<file path="src/rtl/gray_seq_pkg.sv">
// Shared state and command encodings for the Gray-code sequencer.
package gray_seq_pkg;

  typedef enum logic [1:0] {
    ST_IDLE = 2'd0,
    ST_RUN  = 2'd1,
    ST_HOLD = 2'd2,
    ST_DONE = 2'd3
  } state_e;

  typedef enum logic [1:0] {
    OP_LOAD  = 2'b00,
    OP_START = 2'b01,
    OP_PAUSE = 2'b10,
    OP_CLEAR = 2'b11
  } op_e;

  function automatic logic state_is_busy(input state_e st);
    return (st == ST_RUN) || (st == ST_HOLD);
  endfunction

endpackage

</file>
<file path="src/rtl/gray_enc.sv">
// Combinational binary-to-Gray converter.
module gray_enc #(
  parameter int WIDTH = 4
) (
  input  logic [WIDTH-1:0] bin,
  output logic [WIDTH-1:0] gray
);

  always_comb begin
    gray = bin ^ (bin >> 1);
  end

endmodule

</file>
<file path="src/rtl/gray_seq_ctrl.sv">
// Command-driven sequencer: counts 0..limit in binary and publishes a registered Gray code.
module gray_seq_ctrl
  import gray_seq_pkg::*;
#(
  parameter int WIDTH = 4
) (
  input  logic             clk,
  input  logic             reset,
  input  logic             cmd_valid,
  output logic             cmd_ready,
  input  logic [1:0]       cmd_op,
  input  logic [WIDTH-1:0] cmd_limit,
  output logic [WIDTH-1:0] gray_out,
  output logic             busy,
  output logic             done,
  output logic             cmd_err
);

  state_e           state_q, state_d;
  logic [WIDTH-1:0] bin_q, bin_d;
  logic [WIDTH-1:0] limit_q, limit_d;
  logic [WIDTH-1:0] gray_q, gray_d;
  logic             busy_q, busy_d;
  logic             done_q, done_d;
  logic             err_q, err_d;
  logic             ready_q, ready_d;

  logic             accept;
  op_e              op;

  assign op     = op_e'(cmd_op);
  assign accept = cmd_valid && ready_q;

  gray_enc #(.WIDTH(WIDTH)) u_gray_enc (
    .bin  (bin_d),
    .gray (gray_d)
  );

  always_comb begin
    state_d = state_q;
    bin_d   = bin_q;
    limit_d = limit_q;
    done_d  = 1'b0;
    err_d   = 1'b0;
    ready_d = 1'b1;

    unique case (state_q)
      ST_IDLE: begin
        if (accept) begin
          unique case (op)
            OP_LOAD:  limit_d = cmd_limit;
            OP_START: begin
              bin_d   = '0;
              state_d = ST_RUN;
            end
            OP_PAUSE: ;
            OP_CLEAR: bin_d = '0;
          endcase
        end
      end

      ST_RUN: begin
        // CLEAR beats PAUSE beats the terminal-count check; LOAD only flags an error.
        if (accept && op == OP_CLEAR) begin
          state_d = ST_IDLE;
          bin_d   = '0;
        end else if (accept && op == OP_PAUSE) begin
          state_d = ST_HOLD;
        end else if (bin_q == limit_q) begin
          state_d = ST_DONE;
          done_d  = 1'b1;
        end else begin
          bin_d = bin_q + WIDTH'(1);
        end
        if (accept && op == OP_LOAD) begin
          err_d = 1'b1;
        end
      end

      ST_HOLD: begin
        if (accept) begin
          unique case (op)
            OP_LOAD:  err_d = 1'b1;
            OP_START: state_d = ST_RUN;
            OP_PAUSE: ;
            OP_CLEAR: begin
              state_d = ST_IDLE;
              bin_d   = '0;
            end
          endcase
        end
      end

      ST_DONE: begin
        if (accept) begin
          unique case (op)
            OP_LOAD:  limit_d = cmd_limit;
            OP_START: begin
              bin_d   = '0;
              state_d = ST_RUN;
            end
            OP_PAUSE: ;
            OP_CLEAR: begin
              state_d = ST_IDLE;
              bin_d   = '0;
            end
          endcase
        end
      end

      default: begin
        state_d = ST_IDLE;
        bin_d   = '0;
      end
    endcase

    busy_d = state_is_busy(state_d);
  end

  always_ff @(posedge clk) begin
    if (!reset) begin
      state_q <= ST_IDLE;
      bin_q   <= '0;
      limit_q <= '1;
      gray_q  <= '0;
      busy_q  <= 1'b0;
      done_q  <= 1'b0;
      err_q   <= 1'b0;
      ready_q <= 1'b0;
    end else begin
      state_q <= state_d;
      bin_q   <= bin_d;
      limit_q <= limit_d;
      gray_q  <= gray_d;
      busy_q  <= busy_d;
      done_q  <= done_d;
      err_q   <= err_d;
      ready_q <= ready_d;
    end
  end

  assign cmd_ready = ready_q;
  assign gray_out  = gray_q;
  assign busy      = busy_q;
  assign done      = done_q;
  assign cmd_err   = err_q;

endmodule

</file>
<file path="config.mk">
export PLATFORM = sky130hd
export DESIGN_NAME = gray_seq_ctrl
export DESIGN_NICKNAME = d
export VERILOG_FILES = /design/src/rtl/gray_seq_pkg.sv /design/src/rtl/gray_enc.sv /design/src/rtl/gray_seq_ctrl.sv
export SDC_FILE = /design/constraint.sdc
export NUM_CORES = 1
export LEC_CHECK = 0
export BUFFER_PORTS_ARGS = -buffer_cell sky130_fd_sc_hd__buf_2
export CAP_MARGIN = 20
export CORE_ASPECT_RATIO = 1.75
export CORE_MARGIN = 3
export CORE_UTILIZATION = 30
export DETAILED_ROUTE_END_ITERATION = 7
export PLACE_DENSITY_LB_ADDON = 0.12
export SLEW_MARGIN = 30
export SYNTH_ARGS = -nofsm -noshare
export SYNTH_HDL_FRONTEND = slang
export SYNTH_SLANG_ARGS = --single-unit
</file>
<file path="constraint.sdc">
create_clock -name clk -period 2.22 [get_ports clk]
set_clock_uncertainty 0.05 [all_clocks]
set_input_delay 0.222 -clock clk [delete_from_list [all_inputs] [get_ports clk]]
set_output_delay 0.222 -clock clk [all_outputs]
set_load 0.02 [all_outputs]
</file>
==> results of run 1 <==
[where the power goes]
| part | leakage, nW | total (mW) | internal, mW | switching [mW] |
|---|---|---|---|---|
| sequential | 0.138 | 0.317 | 0.312 | 0.00466 |
| clock | 0.0255 | 0.232 | 0.125 | 0.108 |
| combinational | 0.283 | 0.0674 | 0.0273 | 0.0401 |
[final cells by class]
class	count	area (um^2)
Multi-Input combinational cell	78	546
Fill cell	307	1720
Clock buffer	3	41.3
Inverter	4	15.0
Tap cell	27	33.8
Timing Repair Buffer	20	110
Sequential cell	17	340
Clock inverter	1	5.00
[layer usage]
metal	up-vias	track usage, %	wire [um]
met5	-	0	0
met4	0	6.47	48
met3	5	2.04	59
met2	19	22.3	1150
met1	386	15.2	827
li1	412	-	-
[synth_stat cells, types with 2 or more instances]
library cell | instances | share of area (%)
nor3_1 | 3 | 1.6
dfxtp_1 | 17 | 37
nor2_1 | 7 | 2.9
ha_1 | 5 | 6.8
a21o_1 | 2 | 1.6
o21ai_0 | 6 | 3.3
nand2_1 | 9 | 3.7
xor2_1 | 4 | 3.8
o32ai_1 | 2 | 1.9
nor4_1 | 3 | 2.0
mux2i_1 | 5 | 5.5
inv_1 | 4 | 1.6
clkbuf_1 | 2 | 0.82
nand4_1 | 3 | 2.0
xnor2_1 | 5 | 4.8
and2_1 | 4 | 2.7
nand3_1 | 2 | 1.1
a21oi_1 | 3 | 1.6
[worst reg2reg max path, delay by kind of cell, from the launching register on]
family | cells | cell delay, ps
DFF | 1 | 340
xor gates and xnor gates | 1 | 90
buffers and inverters | 1 | 90
and+or+nand+nor | 4 | 870
adders and majority gates | 1 | 380
[worst max path at each step]
stage | from | endpoint | cells past startpoint
final | state_q[1] | gray_out[1] | 7
after global routing | state_q[1] | gray_out[1] | 7
after CTS | state_q[0] | gray_out[0] | 8
after detailed placement | state_q[0] | gray_out[0] | 8
after global placement | state_q[1] | gray_out[1] | 7
after floorplan | state_q[0] | limit_q[0] | 5
[kinds of logic (layout without fill, tap and decap cells)]
family	Yosys count	after routing	synth area share, %
xor+xnor	9	9	8.61
buf+inv	7	28	3.28
mux	5	5	5.46
simple gates	37	37	21.4
flops	17	17	37.2
compound gates	22	22	17.2
fa+ha+maj	5	5	6.83
[per-stage QoR]
step	std cells	hold slack [ps]	util [%]	worst slack, ps
CTS	150	129	38.8	293
floorplan	102	200	-	324
finish	150	133	38.8	303
global route	150	136	38.8	79.3
global placement	146	388	37.1	303
detailed placement	146	391	37.1	302
[layout by cell type (no fill, tap or decap), types with 4 or more instances in the layout]
cell type / instances
xnor2_1: 5
buf_4: 4
o21ai_0: 6
and2_1: 4
nor2_1: 7
nand2_1: 9
buf_2: 16
inv_1: 4
dfxtp_1: 17
xor2_1: 4
mux2i_1: 5
ha_1: 5
[registers in the layout, indices dropped and copies added (netlist names)]
| name | cells |
|---|---|
| bin_q | 4 |
| busy | 1 |
| cmd_err | 1 |
| cmd_ready | 1 |
| done | 1 |
| gray_out | 3 |
| limit_q | 4 |
| state_q | 2 |
==> results_dict.tcl, run 1 <==
set metrics [dict create \
    worst_path_dominant_cell_family "simple AND/OR/NAND/NOR gates" \
    tightestPinTransition_ps 366 \
    h-tree-depth 1 \
    timing.critical_path.cells "inv_1, ha_1, nand2_1, and2_1, nor3_2, xnor2_1, and2_1" \
    postSynthRegisterBits 17 \
    wl_um 2080 \
    rsz_0062_raised_after_global_routing "false" \
    synth_edf_count 0 \
    finalHoldViolations 0 \
    finalNetCount 138 \
    critPathMaxStageDelay_ps 380 \
    core-area_um2 2820 \
    crit-reg2reg-launch "state_q[1]" \
    critical-path-top-cell-by-count "and2_1" \
    port_buffers 16 \
    detailed_place_hpwl_um 1660 \
    globalRouteOverflowTotal 0 \
    min_period_ps 1920 \
    floorplan.initialDensity_pct 32.5 \
    yosys_warnings 0 \
    syn-num-nets 116 \
    crit_arrival_ps 2020 \
    wl_per_cell_um 13.9 \
    number_of_sinks_handled_by_clock_tree_synthesis 17 \
    grt_pass1_wl_um 3640 \
    synthesis.instances 102 \
    fp.dieArea_um2 3780 \
    die_y_um 79.1 \
    worstPathRequired_ps 2320 \
    vdd_ir_drop_max_v 0.000233 \
    final-setup-viol-count 0 \
    synth_area_per_cell_um2 8.98 \
    routed-via-count 822 \
    ff2ff_path_depth 7 \
    detail_route.drc_violations 0 \
    power.total_uw 616 \
    grt_max_degree 13 \
    vias_per_cell 5.48 \
    worst_setup_hold_path_clk_slew_ps 70 \
    global_route.usage.total_pct 13.2 \
    core.rowCount 25 \
    cts_root_buf "clkbuf_8" \
    cpMaxStageDelayCell "ha_1" \
    synth_sequential_area_ratio_pct 37.2 \
    startpoint_type "flop" \
    hold_path_class "in2reg" \
    cts_post_setup_buffers_inserted 0 \
    holdBufCountCts 0 \
    tritoncts "built" \
    postSynth.topFlopCell "dfxtp_1" \
    timing_max_transition_violations_final 0 \
    grt_antenna_before_repair 0 \
    gp_congestion 0.767 \
    io-pin-count 17 \
    hold_path_end "limit_q[0]" \
    max-clock-path-buffers 2 \
    power_density_nw_per_um2 565 \
    path_max_fanout 12 \
    insertedDiodeCount 0 \
    die_x_um 47.8 \
    netlist_area_um2 916 \
    slew_headroom_pct 75.6 \
    end_kind "flop" \
    max_clock_freq_mhz 522 \
    r2r_setup_slack_ps 300 \
    final_area_um2 1090 \
    critPathBufInv 1 \
    run_status "finished, final reports clean" \
    ctsResizeCount 0 \
    drt_pre_antenna_iters 4 \
    synth_async_sr_flop_share_pct 0 \
    drive_gt1_share_pct 23.6 \
    netlist-cell-type-count 34 \
    post-route-period-util_pct 86.4 \
    whs_path_depth 3 \
    crit-reg2reg-capture "gray_out[1]" \
    drtIter0Drc 11 \
    clk_latency_ps 250 \
    grt_pass1_vias 837 \
    cts_made_buffers 3 \
    maxCapViolations 0 \
    areaGrowthSynthToFinish_pct 19.1 \
    setup-tns-final_ps 0 \
    post_place_cell_area_um2 1040 \
    holdCritStartpoint "cmd_limit[0]" \
    ant_nets 0 \
    critical_path_class "reg2reg" \
    power.leakage_nw 0.446 \
]
(Power assumes the default switching activity.)
==> inputs of run 2 (changes only) <==
--- a/config.mk
+++ b/config.mk
@@ -5,12 +5,14 @@
 export SDC_FILE = /design/constraint.sdc
 export NUM_CORES = 1
 export LEC_CHECK = 0
+export ABC_AREA = 1
 export BUFFER_PORTS_ARGS = -buffer_cell sky130_fd_sc_hd__buf_2
 export CAP_MARGIN = 20
 export CORE_ASPECT_RATIO = 1.75
 export CORE_MARGIN = 3
 export CORE_UTILIZATION = 30
 export DETAILED_ROUTE_END_ITERATION = 7
+export GPL_TIMING_DRIVEN = 0
 export PLACE_DENSITY_LB_ADDON = 0.12
 export SLEW_MARGIN = 30
 export SYNTH_ARGS = -nofsm -noshare
==> run 2 against run 1 <==
Against the previous run: synthesized area rose by 6.4%; sequential power rose by 23%; register-to-register slack improved by 120 ps; synthesized cell count rose by 40%; wire length rose by 0.91%; final cell count rose by 37%; setup slack improved by 120 ps; critical endpoint is now limit_q[1]; sequential share of layout area fell by 1.7 points; clock power barely moved; first-iteration DRC count rose by 100%; combinational power rose to 7.1 times the previous value; highest routed layer unchanged.
==> results_dict.tcl, run 2 <==
set metrics [dict create \
    finalNetCount 178 \
    core-area_um2 3030 \
    io-pin-count 17 \
    detail_route.drc_violations 0 \
    syn-num-nets 157 \
    global_route.usage.total_pct 12.1 \
    number_of_sinks_handled_by_clock_tree_synthesis 17 \
    synth_edf_count 0 \
    synth_area_per_cell_um2 6.82 \
    run_status "finished, final reports clean" \
    area_of_the_multi_input_gates_um2 519 \
    power.total_mw 1.10 \
    setup-tns-final_ps 0 \
    leading_cell_type_by_number_of_instances_after_synthesis "nand2_1" \
    place_inst 201 \
    r2r_setup_slack_ps 430 \
    port_buffers 16 \
    drt_pre_antenna_iters 4 \
    hold_path_class "in2reg" \
    h-tree-depth 1 \
    layout.cells.most_common_list "nand2_1, inv_1, dfxtp_1" \
    max-clock-path-buffers 2 \
    post_place_cell_area_um2 1110 \
    areaGrowthSynthToFinish_pct 18.4 \
    layout_setup_ws_ps 426 \
    max_clock_freq_mhz 557 \
    floorplan.initialDensity_pct 32.2 \
    mostFrequentLayoutCell "nand2_1" \
    cts_root_buf "clkbuf_8" \
    drtIter0Drc 22 \
    grt_antenna_before_repair 0 \
    routed-via-count 927 \
    post-route-period-util_pct 80.8 \
    final-setup-viol-count 0 \
    cts_made_buffers 3 \
    holdBufCountCts 0 \
    startpoint_of_the_worst_setup_timing_path "state_q[1]" \
    whs_ps 37.7 \
    grt_max_degree 11 \
    crit-reg2reg-launch "state_q[1]" \
    grt_pass1_wl_um 3680 \
    slew_headroom_pct 55.3 \
    core.rowCount 26 \
    n_fill_cell 347 \
    final_core_utilization_pct 38.1 \
    power.leakage_nw 0.595 \
    wl_um 2100 \
    min_period_ps 1790 \
    path_max_fanout 8 \
    crit_arrival_ps 1860 \
    die_x_um 49.1 \
    synthesis.instances 143 \
    maxCapViolations 0 \
    wl_per_cell_um 10.2 \
    tightestPinTransition_ps 664 \
    netlist-cell-type-count 22 \
    startpoint_type "flop" \
    gp_congestion 0.776 \
    synthDominantCellAreaShare_pct 34.9 \
    worst_setup_hold_path_clk_slew_ps 70 \
    power_density_nw_per_um2 958 \
    end_kind "flop" \
    synth_top_area_cell "dfxtp_1" \
    netlist_area_um2 975 \
    tritoncts "built" \
    holdCritStartpoint "reset" \
    grt_pass1_vias 919 \
    final-instance-count-excl-fill 205 \
    critical_path_class "reg2reg" \
    synth_async_sr_flop_share_pct 0 \
    clk_latency_ps 250 \
    postSynth.topFlopCell "dfxtp_1" \
    globalRouteOverflowTotal 0 \
    ant_nets 0 \
    finalHoldViolations 0 \
    vias_per_cell 4.52 \
    yosys_warnings 0 \
    vdd_ir_drop_max_v 0.000549 \
    die_y_um 81.4 \
    cts_post_setup_buffers_inserted 0 \
    timing_max_transition_violations_final 0 \
    dpl_worst_slack_ps 371 \
    final_area_um2 1150 \
    synthTopCellsByArea "dfxtp_1, nand2_1, inv_1" \
    ctsResizeCount 0 \
    synth_common_cells "nand2_1, inv_1, dfxtp_1, nor2_1, nand3_1" \
    drive_gt1_share_pct 23.9 \
    synth_sequential_area_ratio_pct 34.9 \
    worstPathRequired_ps 2280 \
    detailed_place_hpwl_um 1690 \
    insertedDiodeCount 0 \
    postSynthRegisterBits 17 \
    fp.dieArea_um2 4000 \
    layout.area.seq_um2 340 \
    rsz_0062_raised_after_global_routing "false" \
]
[run 2: cell count changes after synthesis, sizes merged, moves of 4 or more]
cell	delta
nand2	+39
inv	+21
nor2	+7
nand3	+6
mux2i	-5
xnor2	-5
and2	-4
o211ai	+4
xor2	-4
[run 2: cell families after synthesis]
family | synth area share, %
DFF | 34.9
AOI/OAI and AO/OA | 10.9
buffers and inverters | 11.8
and+or+nand+nor | 35.9
adders and majority gates | 6.42
[run 2: critical path, stage by stage, from the launching register on]
cell and delay, ps:
dfxtp_1 440, inv_1 90, ha_1 330, nor4_2 590
o211ai_1 160
[run 2: path summary, 6_finish.rpt]
kind,depth (start not counted),end
worst max-delay path,4,limit_q[1]
worst min-delay path,1,cmd_ready
worst max register to register,4,limit_q[1]
worst min register to register,2,cmd_err
[run 2: cell type report]
| type | count | area share [%] |
|---|---|---|
| multi-input cells | 99 | 45.0 |
| clock inverters | 1 | 0.434 |
| inverters | 25 | 8.13 |
| repair buffers | 16 | 6.94 |
| plain buffers | 2 | 1.84 |
| clock buffers | 3 | 3.58 |
| well taps | 42 | 4.56 |
| flip-flops and latches | 17 | 29.5 |
[run 2: power breakdown]
part           total [mW]  leakage [nW]  switching (mW)  internal, mW
Sequential          0.390         0.139          0.0368         0.353
Combinational       0.481         0.431           0.306         0.175
Clock               0.234        0.0255           0.109         0.125
[run 2: layer usage]
layer  track usage (%)  up-vias  wire [um]  part of all wire [%]
met3              2.02        6         70                   3.3
met5                 0        -          0                     0
met2              23.3       12       1170                    56
met4              9.12        0         67                   3.2
li1                  -      489          -                     -
met1              11.0      420        791                    38
==> inputs of run 3 (changes only) <==
==> constraint.sdc (replaced) <==
create_clock -name clk -period 1.6 [get_ports clk]
set_clock_uncertainty 0.05 [all_clocks]
set_input_delay 0.16 -clock clk [delete_from_list [all_inputs] [get_ports clk]]
set_output_delay 0.16 -clock clk [all_outputs]
set_load 0.02 [all_outputs]
==> run 3 against run 2 <==
Against the previous run: maximum frequency up 18%; largest power group unchanged; final area rose by 10%; utilization up 3.9 points.
==> results_dict.tcl, run 3 (synthesized netlist as in run 2, its figures left out) <==
set metrics [dict create \
    run_status "finished, final reports clean" \
    startpoint_type "flop" \
    power.leakage_nw 0.627 \
    insertedDiodeCount 0 \
    grt_pass1_wl_um 3750 \
    grt_max_degree 11 \
    worst_setup_path_endpoint "gray_out[0]" \
    crit-reg2reg-capture "gray_out[0]" \
    ff2ff_path_depth 11 \
    power.total_mw 1.72 \
    h-tree-depth 1 \
    mostFrequentLayoutCell "nand2_1" \
    detail_route.drc_violations 0 \
    timing_max_transition_violations_final 0 \
    max_clock_freq_mhz 659 \
    layout.area.seq_um2 358 \
    number_of_sinks_handled_by_clock_tree_synthesis 17 \
    die_y_um 81.4 \
    max-clock-path-buffers 2 \
    worstPathRequired_ps 1710 \
    floorplan.initialDensity_pct 32.2 \
    crit-reg2reg-launch "state_q[1]" \
    vias_per_cell 4.74 \
    clk_latency_ps 250 \
    finalNetCount 184 \
    gp_congestion 0.776 \
    cts_made_buffers 3 \
    path_max_fanout 4 \
    rsz_0062_raised_after_global_routing "true" \
    port_buffers 16 \
    power_density_nw_per_um2 1350 \
    core.rowCount 26 \
    crit_arrival_ps 1630 \
    drive_gt1_share_pct 37.3 \
    routed-via-count 1001 \
    final-setup-viol-count 0 \
    vdd_ir_drop_max_v 0.000763 \
    end_kind "flop" \
    maxCapViolations 0 \
    final-instance-count-excl-fill 211 \
    global_route.usage.total_pct 12.3 \
    min_period_ps 1520 \
    drtIter0Drc 25 \
    dpl_worst_slack_ps -249 \
    tritoncts "built" \
    post-route-period-util_pct 94.9 \
    cts_root_buf "clkbuf_8" \
    grt_pass1_vias 930 \
    place_inst 201 \
    core-area_um2 3030 \
    wl_um 2330 \
    startpoint_of_the_worst_setup_timing_path "state_q[1]" \
    hold_path_class "in2reg" \
    io-pin-count 17 \
    r2r_setup_slack_ps 80 \
    n_fill_cell 335 \
    area_of_the_multi_input_gates_um2 574 \
    slew_headroom_pct 69.0 \
    drt_pre_antenna_iters 4 \
    critical_path_class "reg2reg" \
    worst_setup_hold_path_clk_slew_ps 70 \
    die_x_um 49.1 \
    globalRouteOverflowTotal 0 \
    layout_setup_ws_ps 82.1 \
    tightestPinTransition_ps 462 \
    layout.cells.most_common_list "nand2_1, inv_1, buf_2" \
    ant_nets 0 \
    wl_per_cell_um 11.1 \
    finalHoldViolations 0 \
    setup-tns-final_ps 0 \
    grt_antenna_before_repair 0 \
    detailed_place_hpwl_um 1690 \
    areaGrowthSynthToFinish_pct 30.4 \
    fp.dieArea_um2 4000 \
]
## run 3: cell types whose count changed in the layout (fill, tap and decap cells not counted), sizes merged
cell | previous run | this run
buf | 17 | 21
dlygate4sd3 | 0 | 1
nand2 | 48 | 49
## run 3: layout make-up
type	count	area share, %
Clock buffer	3	3.25
Inverter	25	7.78
Sequential cell	17	28.1
Timing Repair Buffer	21	9.45
Tap cell	42	4.13
Multi-Input combinational cell	100	45.2
Buffer	2	1.67
Clock inverter	1	0.394
## run 3: worst min path at each step
stage / startpoint / to / slack, ps / cells after the start
3_3_place_gp: reset / cmd_ready / 230 / 1
6_report: cmd_limit[2] / limit_q[2] / 70 / 3
2_1_floorplan: reset / cmd_ready / 140 / 0
4_1_cts: cmd_limit[2] / limit_q[2] / 70 / 3
5_1_grt: cmd_limit[3] / limit_q[3] / 90 / 3
3_5_place_dp: reset / cmd_ready / 240 / 1
## run 3: routing by layer
layer | part of all wire (%) | track usage [%] | wire length [um]
met5 | 0 | 0 | 0
met4 | 4.9 | 9.12 | 114
met3 | 3.4 | 2.02 | 79
met2 | 55 | 23.5 | 1280
met1 | 37 | 11.4 | 863
## run 3: critical path, cell delays in order, from the launching register on
cell	delay, ps
dfxtp_4	380
inv_4	40
ha_4	280
inv_2	40
a22oi_2	180
nor2_2	90
nand2_1	70
nand2_1	60
nand2_1	80
nand2_1	50
nand2_1	60
inv_1	30
## run 3: through the flow
stage	hold slack, ps	util (%)	cell area [um^2]
finish	69.6	42.0	1270
global route	88.8	42.0	1270
CTS	72.8	39.5	1200
detailed placement	235	36.6	1110
global placement	235	36.6	1110
floorplan	138	-	975
## run 3: report_power, final
part	internal, mW	leakage, nW	switching [mW]
clock	0.173	0.0255	0.154
combinational	0.338	0.459	0.498
sequential	0.501	0.143	0.0573
## run 3: timing repair
item | in CTS | in global routing
setup buffers | 0 | 4
hold buffers | 1 | 0
gates resized for setup | 9 | 18
pin swaps | 0 | 11
endpoints found under the setup margin | 11 | 6
gates cloned | 0 | 1
endpoints found under the hold margin | 1 | 0
